`config.mk`:
```
export PLATFORM = sky130hd
export DESIGN_NAME = stream_threshold_engine
export DESIGN_NICKNAME = d
export VERILOG_FILES = /design/src/rtl/threshold_pkg.sv /design/src/rtl/pixel_lane_threshold.sv /design/src/rtl/stream_threshold_engine.sv
export SDC_FILE = /design/constraint.sdc
export NUM_CORES = 1
export LEC_CHECK = 0
export ABC_AREA = 1
export CORE_MARGIN = 3
export CORE_UTILIZATION = 25
export CTS_BUF_LIST = sky130_fd_sc_hd__clkbuf_4
export CTS_CLUSTER_DIAMETER = 30
export CTS_CLUSTER_SIZE = 20
export DETAILED_ROUTE_END_ITERATION = 6
export HOLD_SLACK_MARGIN = 0.03
export SLEW_MARGIN = 20
export SYNTH_ARGS = -nofsm -noshare
export SYNTH_HDL_FRONTEND = slang
export SYNTH_HIERARCHICAL = 1
export SYNTH_SLANG_ARGS = --single-unit
```
`constraint.sdc`:
```
create_clock -name clk -period 6.7 [get_ports clk]
set_input_delay 1.675 -clock clk [delete_from_list [all_inputs] [get_ports clk]]
set_output_delay 1.675 -clock clk [all_outputs]
set_load 0.05 [all_outputs]
```
`src/rtl/threshold_pkg.sv`:
```
// ---------------------------------------------------------------------------
// threshold_pkg
// Shared types and helpers for the streaming threshold engine.
//   state_e   : frame sequencer states (IDLE, VSYNC, HSYNC, DATA, DONE)
//   mode_e    : output mode codes (binary, inverted binary, grey, RGB)
//   lane_lsb  : bit offset of a lane inside the packed {B,G,R} input beat
// ---------------------------------------------------------------------------
package threshold_pkg;

    typedef enum logic [2:0] {
        ST_IDLE  = 3'd0,
        ST_VSYNC = 3'd1,
        ST_HSYNC = 3'd2,
        ST_DATA  = 3'd3,
        ST_DONE  = 3'd4
    } state_e;

    typedef enum logic [1:0] {
        MODE_BIN  = 2'd0,
        MODE_INV  = 2'd1,
        MODE_GREY = 2'd2,
        MODE_RGB  = 2'd3
    } mode_e;

    // Colour components carried per pixel.
    localparam int COMPONENTS = 3;

    // Lane k occupies bits [k*3*comp_width +: 3*comp_width]; R sits at the
    // returned offset, G and B follow at +comp_width and +2*comp_width.
    function automatic int lane_lsb(input int lane, input int comp_width);
        return lane * COMPONENTS * comp_width;
    endfunction

endpackage

```
`src/rtl/pixel_lane_threshold.sv`:
```
// ---------------------------------------------------------------------------
// pixel_lane_threshold
// One pixel lane, purely combinational: grey conversion (R+G+B)/3, then the
// mode multiplexer. Also reports whether the grey value is above threshold.
// Ports:
//   red_in/green_in/blue_in  in   DATA_WIDTH  input components
//   threshold                in   DATA_WIDTH  latched grey threshold
//   mode                     in   2           latched output mode (mode_e)
//   red_out/green_out/blue_out out DATA_WIDTH output components
//   white                    out  1           grey > threshold
// ---------------------------------------------------------------------------
module pixel_lane_threshold
    import threshold_pkg::*;
#(
    parameter int DATA_WIDTH = 8
) (
    input  logic [DATA_WIDTH-1:0] red_in,
    input  logic [DATA_WIDTH-1:0] green_in,
    input  logic [DATA_WIDTH-1:0] blue_in,
    input  logic [DATA_WIDTH-1:0] threshold,
    input  logic [1:0]            mode,
    output logic [DATA_WIDTH-1:0] red_out,
    output logic [DATA_WIDTH-1:0] green_out,
    output logic [DATA_WIDTH-1:0] blue_out,
    output logic                  white
);

    logic [DATA_WIDTH+1:0] sum;
    logic [DATA_WIDTH+1:0] quot;
    logic [DATA_WIDTH-1:0] grey;
    logic [DATA_WIDTH-1:0] bin;
    logic                  unused_quot_msbs;

    // Two extra bits hold the worst-case sum of three full-scale components.
    // The quotient of that sum by 3 never exceeds full scale, so its top two
    // bits are always zero and the low DATA_WIDTH bits are the grey value.
    always_comb begin
        sum  = {2'b00, red_in} + {2'b00, green_in} + {2'b00, blue_in};
        quot = sum / (DATA_WIDTH+2)'(3);
        grey = quot[DATA_WIDTH-1:0];
    end

    assign unused_quot_msbs = ^quot[DATA_WIDTH+1:DATA_WIDTH];

    // Strictly greater: a grey value equal to the threshold is black.
    assign white = (grey > threshold);
    assign bin   = {DATA_WIDTH{white}};

    always_comb begin
        red_out   = red_in;
        green_out = green_in;
        blue_out  = blue_in;
        case (mode)
            MODE_BIN: begin
                red_out   = bin;
                green_out = bin;
                blue_out  = bin;
            end
            MODE_INV: begin
                red_out   = ~bin;
                green_out = ~bin;
                blue_out  = ~bin;
            end
            MODE_GREY: begin
                red_out   = grey;
                green_out = grey;
                blue_out  = grey;
            end
            default: begin
                red_out   = red_in;
                green_out = green_in;
                blue_out  = blue_in;
            end
        endcase
    end

endmodule

```
`src/rtl/stream_threshold_engine.sv`:
```
// ---------------------------------------------------------------------------
// stream_threshold_engine
// Accepts a live RGB stream of LANES pixels per beat (valid/ready), converts
// each pixel to grey, applies the selected threshold/pass-through mode and
// emits the result one cycle later together with frame timing pulses.
//
// Optional feature: define STREAM_THRESHOLD_STATS_EN to add the white_count
// output, a per-frame count of pixels whose grey value exceeds the threshold.
//
// Ports:
//   clk, reset          clock, synchronous active-high reset
//   start               frame start request (only honoured in IDLE)
//   threshold, mode     latched when a start is accepted
//   in_valid/in_ready   input handshake; in_ready is high only in DATA
//   in_data             LANES x {B,G,R}, lane 0 / R in the LSBs
//   data_Red/Green/Blue registered per-lane output components
//   out_valid           output beat valid (horizontal_Pulse mirrors it)
//   vertical_Pulse      high while in VSYNC
//   busy                sequencer not idle
//   sig_done            one-cycle end-of-frame pulse
//   white_count         (STREAM_THRESHOLD_STATS_EN only) white pixel count
// ---------------------------------------------------------------------------
module stream_threshold_engine
    import threshold_pkg::*;
#(
    parameter int IMAGE_WIDTH  = 768,
    parameter int IMAGE_HEIGHT = 512,
    parameter int LANES        = 2,
    parameter int DATA_WIDTH   = 8,
    parameter int START_DELAY  = 100,
    parameter int HSYNC_DELAY  = 160
) (
    input  logic                            clk,
    input  logic                            reset,
    input  logic                            start,
    input  logic [DATA_WIDTH-1:0]           threshold,
    input  logic [1:0]                      mode,
    input  logic                            in_valid,
    output logic                            in_ready,
    input  logic [LANES*3*DATA_WIDTH-1:0]   in_data,
    output logic [LANES*DATA_WIDTH-1:0]     data_Red,
    output logic [LANES*DATA_WIDTH-1:0]     data_Green,
    output logic [LANES*DATA_WIDTH-1:0]     data_Blue,
    output logic                            out_valid,
    output logic                            vertical_Pulse,
    output logic                            horizontal_Pulse,
    output logic                            busy,
    output logic                            sig_done
`ifdef STREAM_THRESHOLD_STATS_EN
    ,
    output logic [$clog2(IMAGE_WIDTH*IMAGE_HEIGHT+1)-1:0] white_count
`endif
);

    localparam int PIX_W     = LANES * DATA_WIDTH;
    localparam int COL_W     = $clog2(IMAGE_WIDTH + 1);
    localparam int ROW_W     = $clog2(IMAGE_HEIGHT + 1);
    localparam int MAX_DELAY = (START_DELAY > HSYNC_DELAY) ? START_DELAY : HSYNC_DELAY;
    localparam int DLY_W     = $clog2(MAX_DELAY + 1);

    localparam logic [COL_W-1:0] COL_LAST = COL_W'(IMAGE_WIDTH - LANES);
    localparam logic [COL_W-1:0] COL_STEP = COL_W'(LANES);
    localparam logic [ROW_W-1:0] ROW_LAST = ROW_W'(IMAGE_HEIGHT - 1);
    localparam logic [DLY_W-1:0] VS_LAST  = DLY_W'(START_DELAY - 1);
    localparam logic [DLY_W-1:0] HS_LAST  = DLY_W'(HSYNC_DELAY - 1);

    // Sequencer state and counters
    state_e            state_q, state_d;
    logic [COL_W-1:0]  col_q, col_d;
    logic [ROW_W-1:0]  row_q, row_d;
    logic [DLY_W-1:0]  dly_q, dly_d;

    // Frame configuration latched on an accepted start
    logic [DATA_WIDTH-1:0] thr_q, thr_d;
    logic [1:0]            mode_q, mode_d;

    // Registered output beat
    logic [PIX_W-1:0] red_q, red_d;
    logic [PIX_W-1:0] green_q, green_d;
    logic [PIX_W-1:0] blue_q, blue_d;
    logic             out_valid_q, out_valid_d;

    // Combinational lane results
    logic [PIX_W-1:0] lane_red;
    logic [PIX_W-1:0] lane_green;
    logic [PIX_W-1:0] lane_blue;
    logic [LANES-1:0] lane_white;

    logic accept;
    logic start_ok;

    assign accept   = in_valid && in_ready;
    assign start_ok = start && (state_q == ST_IDLE);

    // ---------------------------------------------------------------- lanes
    generate
        for (genvar gi = 0; gi < LANES; gi++) begin : g_lane
            pixel_lane_threshold #(
                .DATA_WIDTH (DATA_WIDTH)
            ) u_lane (
                .red_in    (in_data[lane_lsb(gi, DATA_WIDTH) +: DATA_WIDTH]),
                .green_in  (in_data[lane_lsb(gi, DATA_WIDTH) + DATA_WIDTH +: DATA_WIDTH]),
                .blue_in   (in_data[lane_lsb(gi, DATA_WIDTH) + 2*DATA_WIDTH +: DATA_WIDTH]),
                .threshold (thr_q),
                .mode      (mode_q),
                .red_out   (lane_red[gi*DATA_WIDTH +: DATA_WIDTH]),
                .green_out (lane_green[gi*DATA_WIDTH +: DATA_WIDTH]),
                .blue_out  (lane_blue[gi*DATA_WIDTH +: DATA_WIDTH]),
                .white     (lane_white[gi])
            );
        end
    endgenerate

    // ------------------------------------------------------ state register
    always_ff @(posedge clk) begin
        if (reset) begin
            state_q <= ST_IDLE;
            col_q   <= '0;
            row_q   <= '0;
            dly_q   <= '0;
        end else begin
            state_q <= state_d;
            col_q   <= col_d;
            row_q   <= row_d;
            dly_q   <= dly_d;
        end
    end

    // ----------------------------------------------------- next-state logic
    always_comb begin
        state_d = state_q;
        col_d   = col_q;
        row_d   = row_q;
        dly_d   = dly_q;
        case (state_q)
            ST_IDLE: begin
                if (start) begin
                    state_d = ST_VSYNC;
                    col_d   = '0;
                    row_d   = '0;
                    dly_d   = '0;
                end
            end
            ST_VSYNC: begin
                if (dly_q == VS_LAST) begin
                    state_d = ST_HSYNC;
                    dly_d   = '0;
                end else begin
                    dly_d = dly_q + DLY_W'(1);
                end
            end
            ST_HSYNC: begin
                if (dly_q == HS_LAST) begin
                    state_d = ST_DATA;
                    dly_d   = '0;
                end else begin
                    dly_d = dly_q + DLY_W'(1);
                end
            end
            ST_DATA: begin
                // A stalled cycle (no accept) leaves every counter untouched.
                if (accept) begin
                    if (col_q == COL_LAST) begin
                        col_d = '0;
                        if (row_q == ROW_LAST) begin
                            state_d = ST_DONE;
                            row_d   = '0;
                        end else begin
                            state_d = ST_HSYNC;
                            row_d   = row_q + ROW_W'(1);
                        end
                    end else begin
                        col_d = col_q + COL_STEP;
                    end
                end
            end
            ST_DONE: begin
                state_d = ST_IDLE;
            end
            default: begin
                state_d = ST_IDLE;
            end
        endcase
    end

    // --------------------------------------------------------- output logic
    always_comb begin
        in_ready       = (state_q == ST_DATA);
        vertical_Pulse = (state_q == ST_VSYNC);
        busy           = (state_q != ST_IDLE);
        sig_done       = (state_q == ST_DONE);
    end

    // ------------------------------------------------------------ datapath
    // Output registers only load on an accepted beat, so the last beat stays
    // visible while out_valid is low.
    always_comb begin
        thr_d       = start_ok ? threshold : thr_q;
        mode_d      = start_ok ? mode : mode_q;
        red_d       = accept ? lane_red   : red_q;
        green_d     = accept ? lane_green : green_q;
        blue_d      = accept ? lane_blue  : blue_q;
        out_valid_d = accept;
    end

    always_ff @(posedge clk) begin
        if (reset) begin
            thr_q       <= '0;
            mode_q      <= '0;
            red_q       <= '0;
            green_q     <= '0;
            blue_q      <= '0;
            out_valid_q <= 1'b0;
        end else begin
            thr_q       <= thr_d;
            mode_q      <= mode_d;
            red_q       <= red_d;
            green_q     <= green_d;
            blue_q      <= blue_d;
            out_valid_q <= out_valid_d;
        end
    end

    assign data_Red         = red_q;
    assign data_Green       = green_q;
    assign data_Blue        = blue_q;
    assign out_valid        = out_valid_q;
    assign horizontal_Pulse = out_valid_q;

    // ---------------------------------------------------------- statistics
`ifdef STREAM_THRESHOLD_STATS_EN
    localparam int CNT_W = $clog2(IMAGE_WIDTH*IMAGE_HEIGHT + 1);

    logic [CNT_W-1:0] white_count_q, white_count_d;
    logic [CNT_W-1:0] white_inc;

    // The white flag is independent of the mode, so the count is the same
    // whichever output format the frame uses.
    always_comb begin
        white_inc = '0;
        for (int i = 0; i < LANES; i++) begin
            white_inc = white_inc + CNT_W'(lane_white[i]);
        end
        white_count_d = white_count_q;
        if (start_ok) begin
            white_count_d = '0;
        end else if (accept) begin
            white_count_d = white_count_q + white_inc;
        end
    end

    always_ff @(posedge clk) begin
        if (reset) begin
            white_count_q <= '0;
        end else begin
            white_count_q <= white_count_d;
        end
    end

    assign white_count = white_count_q;
`else
    logic unused_white;
    assign unused_white = ^lane_white;
`endif

endmodule

```
==> results.py, run 1 <==
metrics = {
    "outcome": {
        "status": "finished with violations",
        "violations": "setup timing",
    },
    "power": {
        "leakage_nw": 4.49,
        "ir_worst_vdd_mv": 0.213,
        "power.density_nw_per_um2": 472,
    },
    "sta": {
        "finClkSkew_ns": 0.0317,
        "grt_setup_unrepaired": "true",
        "min_period_ns": 6.72,
        "hold_violations": 0,
        "fmaxAchievable_ghz": 0.149,
        "setup_viol": 1,
        "slew_headroom_pct": 37.6,
        "worst_pin_slew_ns": 0.933,
        "fin_crit_sh_pct": 100,
        "slew_violations": 0,
        "setup_ws_ns": -0.0173,
    },
    "clock_tree": {
        "cts_sinks": 89,
        "cts-htree-levels": 3,
        "cts_tree": "built",
        "cts-root-buf": "clkbuf_4",
        "clk_latency_ns": 0.48,
        "clk_pin_slew_ns": 0.13,
        "cts_inserted_buffers": 9,
        "postCtsHoldBufs": 0,
        "clockBufferDepth": 2,
    },
    "placed_design": {
        "io_buffers": 115,
        "hpwl_um": 17600,
        "place_congestion": 0.872,
        "placed_cells": 1582,
        "placed_area_um2": 9070,
        "post-place-ws_ns": -1.17,
    },
    "run": {
        "max-cap-violations": 0,
    },
    "logic_synthesis": {
        "ys_ff_latch": 89,
        "syn_nets": 1175,
        "yosys_warnings": 6,
        "syn_area_um2": 6850,
        "synthCells": 1060,
        "synth_edf_count": 0,
        "synth_area_leaders": "dfxtp_1 26%, nand2_1 16%, inv_1 7.7%",
        "syn_area_per_cell_um2": 6.47,
        "synth_ff_type": "dfxtp_1",
        "seq_area_frac_synth_pct": 26.0,
        "synth_top_cell_by_area": "dfxtp_1",
        "synth_top_area_share_pct": 26.0,
        "synth.distinct_cells": 40,
        "async_flop_share_pct": 0,
    },
    "worst_setup_path": {
        "worstPathArrival_ns": 7.11,
        "path_buf_inv": 10,
        "reg2reg_depth": 15,
        "startpoint_type": "input pin",
        "r2r_end": "data_Green[15]",
        "path_max_fanout": 7,
        "r2r-start": "thr_q[5]",
        "crit_required_ns": 7.10,
        "max_stage_delay_ns": 0.56,
        "critical-path-top-delay-family": "simple AND/OR/NAND/NOR gates",
        "cp-end-kind": "register",
        "critPathKind": "input pin to register",
        "cp.depth": 49,
        "rrSetupSlack_ns": 4.29,
        "crit_slowest_cell": "fa_1",
    },
    "route": {
        "first_pass_iters": 5,
        "drtIter0Drc": 374,
        "ant_nets": 0,
        "wire_per_inst_um": 15.2,
        "drt-vias-per-instance": 4.69,
        "num_vias": 7658,
        "routed_wl_um": 24800,
        "drc": 0,
    },
    "floorplanning": {
        "io_pins": 116,
        "fp.dieW_um": 172,
        "dieHeight_um": 172,
        "initial_utilization_pct": 25.9,
        "rows": 59,
        "die_area_um2": 29400,
        "core_um2": 26500,
    },
    "cells_and_area": {
        "nFillCells": 2652,
        "final_cells": 1634,
        "fin_nets": 1408,
        "area_delta_synth_final_pct": 55.2,
        "postLayoutCellArea_um2": 10600,
        "multi_input_area_um2": 5510,
        "final-seq-area_um2": 1780,
        "drive_gt1_share_pct": 36.4,
    },
    "global_route": {
        "grt_pass1_vias": 7510,
        "antenna_found_initial": 1,
        "grt_overflow": 0,
        "grt_max_degree": 67,
        "track_usage_pct": 16.1,
        "grt_pass1_wl_um": 37800,
    },
    "worst_hold_path": {
        "min_path_cells": 2,
        "hold_end": "data_Blue[5]",
        "hp-class": "register to register",
        "hp-start": "data_Blue[5]",
    },
}
cell type report:
class	instances	area share [%]
multi-input combinational	783	51.8
timing repair buffer	256	20.6
sequential	89	16.8
inverter	154	5.58
tap	335	3.94
clock buffer	10	0.706
clock inverter	6	0.623
antenna	1	0.0235
registers in the layout, summed over array words and instances (netlist names), 3 cells and up:
name / flops
col_q: 9
data_Blue: 16
data_Green: 16
data_Red: 16
dly_q: 8
row_q: 10
state_q: 3
thr_q: 8
cells in the mapped netlist (8+ instances only):
library cell  count
nand3_2          15
nor2_2            8
inv_2            12
o21ai_0          32
nand3_1          98
nand2_1         295
nand2_2          31
o21ai_2           9
nand4_1           8
fa_1             18
ha_1             35
xor2_1           12
clkbuf_1         22
nor2_1           73
inv_1           141
a21oi_1         102
dfxtp_1          89
cell families (layout without fill, tap and decap cells):
group | after synthesis | in the layout | synth area share (%)
simple gates | 550 | 550 | 36.3
buf+inv | 188 | 426 | 10.7
compound gates | 166 | 166 | 13.7
flops | 89 | 89 | 26.0
fa+ha+maj | 53 | 53 | 11.6
xor+xnor | 14 | 14 | 1.79
other cells | 0 | 1 | 0
through the flow:
stage	utilization [%]	TNS, ns	total power, W	hold WS (ns)
finish	40.1	-0.0173	0.00502	0.475
global route	40.1	-11.27	0.00542	0.501
CTS	37.4	0	0.00437	0.475
detailed placement	34.2	-50.49	0.00347	0.456
global placement	34.2	-44.21	0.00341	0.454
floorplan	-	0	0.00238	0.454
layout by cell type (no fill, tap or decap), types with 6 or more instances in the layout:
cell             instances
inv_4                    6
o21ai_2                 19
nand3_4                 15
nor2_2                  13
nor2_1                  59
a21oi_1                 71
clkdlybuf4s50_1         65
inv_2                   49
ha_4                    16
ha_1                    19
fa_1                    13
dlygate4sd2_1           38
inv_1                   99
nand2_1                233
o21ai_1                  8
buf_4                  132
buf_6                   13
nand2_4                 29
o21ai_0                 13
nand4_1                  8
nand3_2                 26
nor2_4                   9
o21ai_4                  6
dfxtp_1                 89
a21oi_4                  6
clkbuf_4                10
xor2_1                  10
nand2_2                 67
nor3_1                   6
nand3_1                 73
a21oi_2                 28
report_power, final:
group          leakage [nW]  switching [W]  internal, W
combinational          3.70        0.00231      0.00176
clock                0.0690       0.000203     0.000118
sequential            0.720      0.0000461     0.000580
worst min-delay path, delay by kind of cell, from the launching register on:
family | cells | cell delay, ns
flip-flops | 1 | 0.33
AND/OR/NAND/NOR | 1 | 0.06
AO/OA/AOI/OAI | 1 | 0.05
timing repair:
action,CTS,global route
hold endpoints to repair,0,0
gates resized for setup,223,165
buffers inserted,25,14
setup endpoints to repair,48,48
pin swaps,121,139
metal layers:
layer	routed length [um]	track usage, %
met1	10800	20.3
met5	0	0
met3	993	2.57
met2	12500	28.6
met4	454	3.81
worst max-delay path by stage:
| stage | startpoint | to | slack (ns) |
|---|---|---|---|
| 2_1_floorplan | in_data[1] | data_Blue[7] | 0.0004 |
| 3_3_place_gp | in_data[25] | data_Blue[14] | -1.10 |
| 3_5_place_dp | in_data[25] | data_Blue[14] | -1.17 |
| 4_1_cts | in_data[23] | data_Blue[7] | 0.005 |
| 5_1_grt | in_data[46] | data_Red[15] | -0.33 |
| 6_report | in_data[17] | data_Green[6] | -0.02 |
Power figures use the tool's default switching activity.
==> run 2: changes to the inputs <==
Settings changed: PLACE_DENSITY from default to 0.52.
==> run 2 against run 1 <==
- the flow still finishes with violations (setup timing)
- count of clock-buffer cells in the layout did not move
- global-route usage about the same
- clock power is 5% higher
- cell count is 0.98% higher
- core utilization rose by 0.071 points
- critical endpoint is now data_Green[4]
==> results.py, run 2 (synthesized netlist as in run 1, its figures left out) <==
metrics = {
    "outcome": {
        "status": "finished with violations",
        "violations": "setup timing",
    },
    "clock_tree": {
        "cts_inserted_buffers": 9,
        "clk_pin_slew_ns": 0.15,
        "clk_latency_ns": 0.50,
        "clockBufferDepth": 2,
        "cts_sinks": 89,
        "cts_tree": "built",
        "postCtsHoldBufs": 0,
        "cts-htree-levels": 3,
        "cts-root-buf": "clkbuf_4",
    },
    "sta": {
        "worst_pin_slew_ns": 1.17,
        "fmaxAchievable_ghz": 0.148,
        "slew_headroom_pct": 21.4,
        "finClkSkew_ns": 0.0249,
        "fin_crit_sh_pct": 101,
        "hold_violations": 0,
        "min_period_ns": 6.74,
        "setup_ws_ns": -0.0413,
        "slew_violations": 0,
        "grt_setup_unrepaired": "true",
        "setup_viol": 12,
    },
    "cells_and_area": {
        "area_delta_synth_final_pct": 55.5,
        "mostFrequentLayoutCell": "nand2_1",
        "drive_gt1_share_pct": 36.0,
        "final-seq-area_um2": 1780,
        "multi_input_area_um2": 5370,
        "final_util_pct": 40.2,
        "fin_nets": 1424,
        "mostFrequentLayoutCells": "241 x nand2_1, 146 x buf_4, 104 x inv_1",
        "nFillCells": 2706,
    },
    "global_route": {
        "busiest_layer": "met2",
        "antenna_found_initial": 1,
        "track_usage_pct": 16.1,
        "grt_max_degree": 67,
        "use_met3_pct": 3.10,
        "grt_pass1_wl_um": 37800,
        "grt_pass1_vias": 7332,
        "gr-usage-met2_pct": 27.9,
        "met1_usage_pct": 21.0,
        "grt_overflow": 0,
    },
    "worst_hold_path": {
        "hp-class": "register to register",
    },
    "power": {
        "p_total_w": 0.00500,
        "pwr-share-comb_pct": 80.7,
        "p_int_w": 0.00252,
        "power.switching_w": 0.00248,
        "pwr-share-clk_pct": 6.8,
        "power.density_nw_per_um2": 470,
        "ir_worst_vdd_mv": 0.237,
        "leakage_nw": 4.65,
        "swShare_pct": 49.6,
        "seqPwrFrac_pct": 12.5,
    },
    "floorplanning": {
        "io_pins": 116,
        "dieHeight_um": 172,
        "die_area_um2": 29400,
        "fp.dieW_um": 172,
        "core_um2": 26500,
        "rows": 59,
        "initial_utilization_pct": 25.9,
    },
    "route": {
        "wire_per_inst_um": 14.7,
        "routed_wl_um": 24200,
        "num_vias": 7548,
        "first_pass_iters": 5,
        "drc": 0,
        "ant_nets": 0,
        "drt-vias-per-instance": 4.57,
        "drtIter0Drc": 435,
    },
    "worst_setup_path": {
        "cp_common_cell": "buf_4",
        "crit_required_ns": 7.13,
        "max_stage_delay_ns": 0.53,
        "critPathKind": "input pin to register",
        "path_max_fanout": 6,
        "startpoint_type": "input pin",
        "crit_slowest_cell": "fa_2",
        "cp-end-kind": "register",
        "worstPathArrival_ns": 7.17,
    },
    "placed_design": {
        "post-place-ws_ns": -1.10,
        "hpwl_um": 17200,
        "place_congestion": 0.838,
        "io_buffers": 115,
    },
    "run": {
        "max-cap-violations": 0,
    },
}
-- run 2: cell type report --
| class | count | share of cell area (%) |
|---|---|---|
| multi-input cells | 783 | 50.4 |
| repair buffers | 272 | 22.0 |
| flip-flops and latches | 89 | 16.7 |
| inverters | 154 | 5.59 |
| well taps | 335 | 3.93 |
| clock buffers | 10 | 0.705 |
| clock inverters | 6 | 0.611 |
| diodes | 1 | 0.0235 |
-- run 2: worst paths after layout --
path                            depth (start not counted)           start              to  slack, ns
worst max-delay path                                   40     in_data[18]   data_Green[4]      -0.04
worst min register to register                          2  data_Green[14]  data_Green[14]       0.48
worst min-delay path                                    2  data_Green[14]  data_Green[14]       0.48
worst max register to register                         14        thr_q[7]   data_Blue[12]       4.31
-- run 2: power by group through the flow --
stage | Sequential [W] | Clock (W) | Combinational, W
floorplan | 0.000717 | 0 | 0.00166
global placement | 0.000636 | 0 | 0.00279
detailed placement | 0.000636 | 0 | 0.00280
CTS | 0.000625 | 0.000354 | 0.00335
global route | 0.000632 | 0.000372 | 0.00441
finish | 0.000625 | 0.000339 | 0.00404
-- run 2: layer usage --
layer  vias up  share of wire, %
li1       3880                 -
met1      3518                46
met2       128                49
met3        22               3.8
met4         0               1.3
met5         -                 0
-- run 2: timing repair --
item | 4_1_cts | 5_1_grt
endpoints found under the setup margin | 48 | 48
gates cloned | 0 | 0
resized for setup | 161 | 196
buffers inserted | 34 | 20
pin swaps | 103 | 160
-- run 2: worst max-delay path: cells and delay by family --
family,cells,cell delay [ns]
buf+inv,16,2.16
compound gates,4,0.45
fa+ha+maj,3,1.24
simple gates,17,1.66
-- run 2: stage by stage --
step	cells	instance area, um^2	hold slack (ns)	TNS [ns]
6_report	1650	10700	0.476	-0.146
5_1_grt	1650	10700	0.500	-13.12
4_1_cts	1629	9900	0.476	0
3_5_place_dp	1582	9070	0.453	-47.65
3_3_place_gp	1582	9070	0.450	-44.21
2_1_floorplan	1060	6860	0.454	0
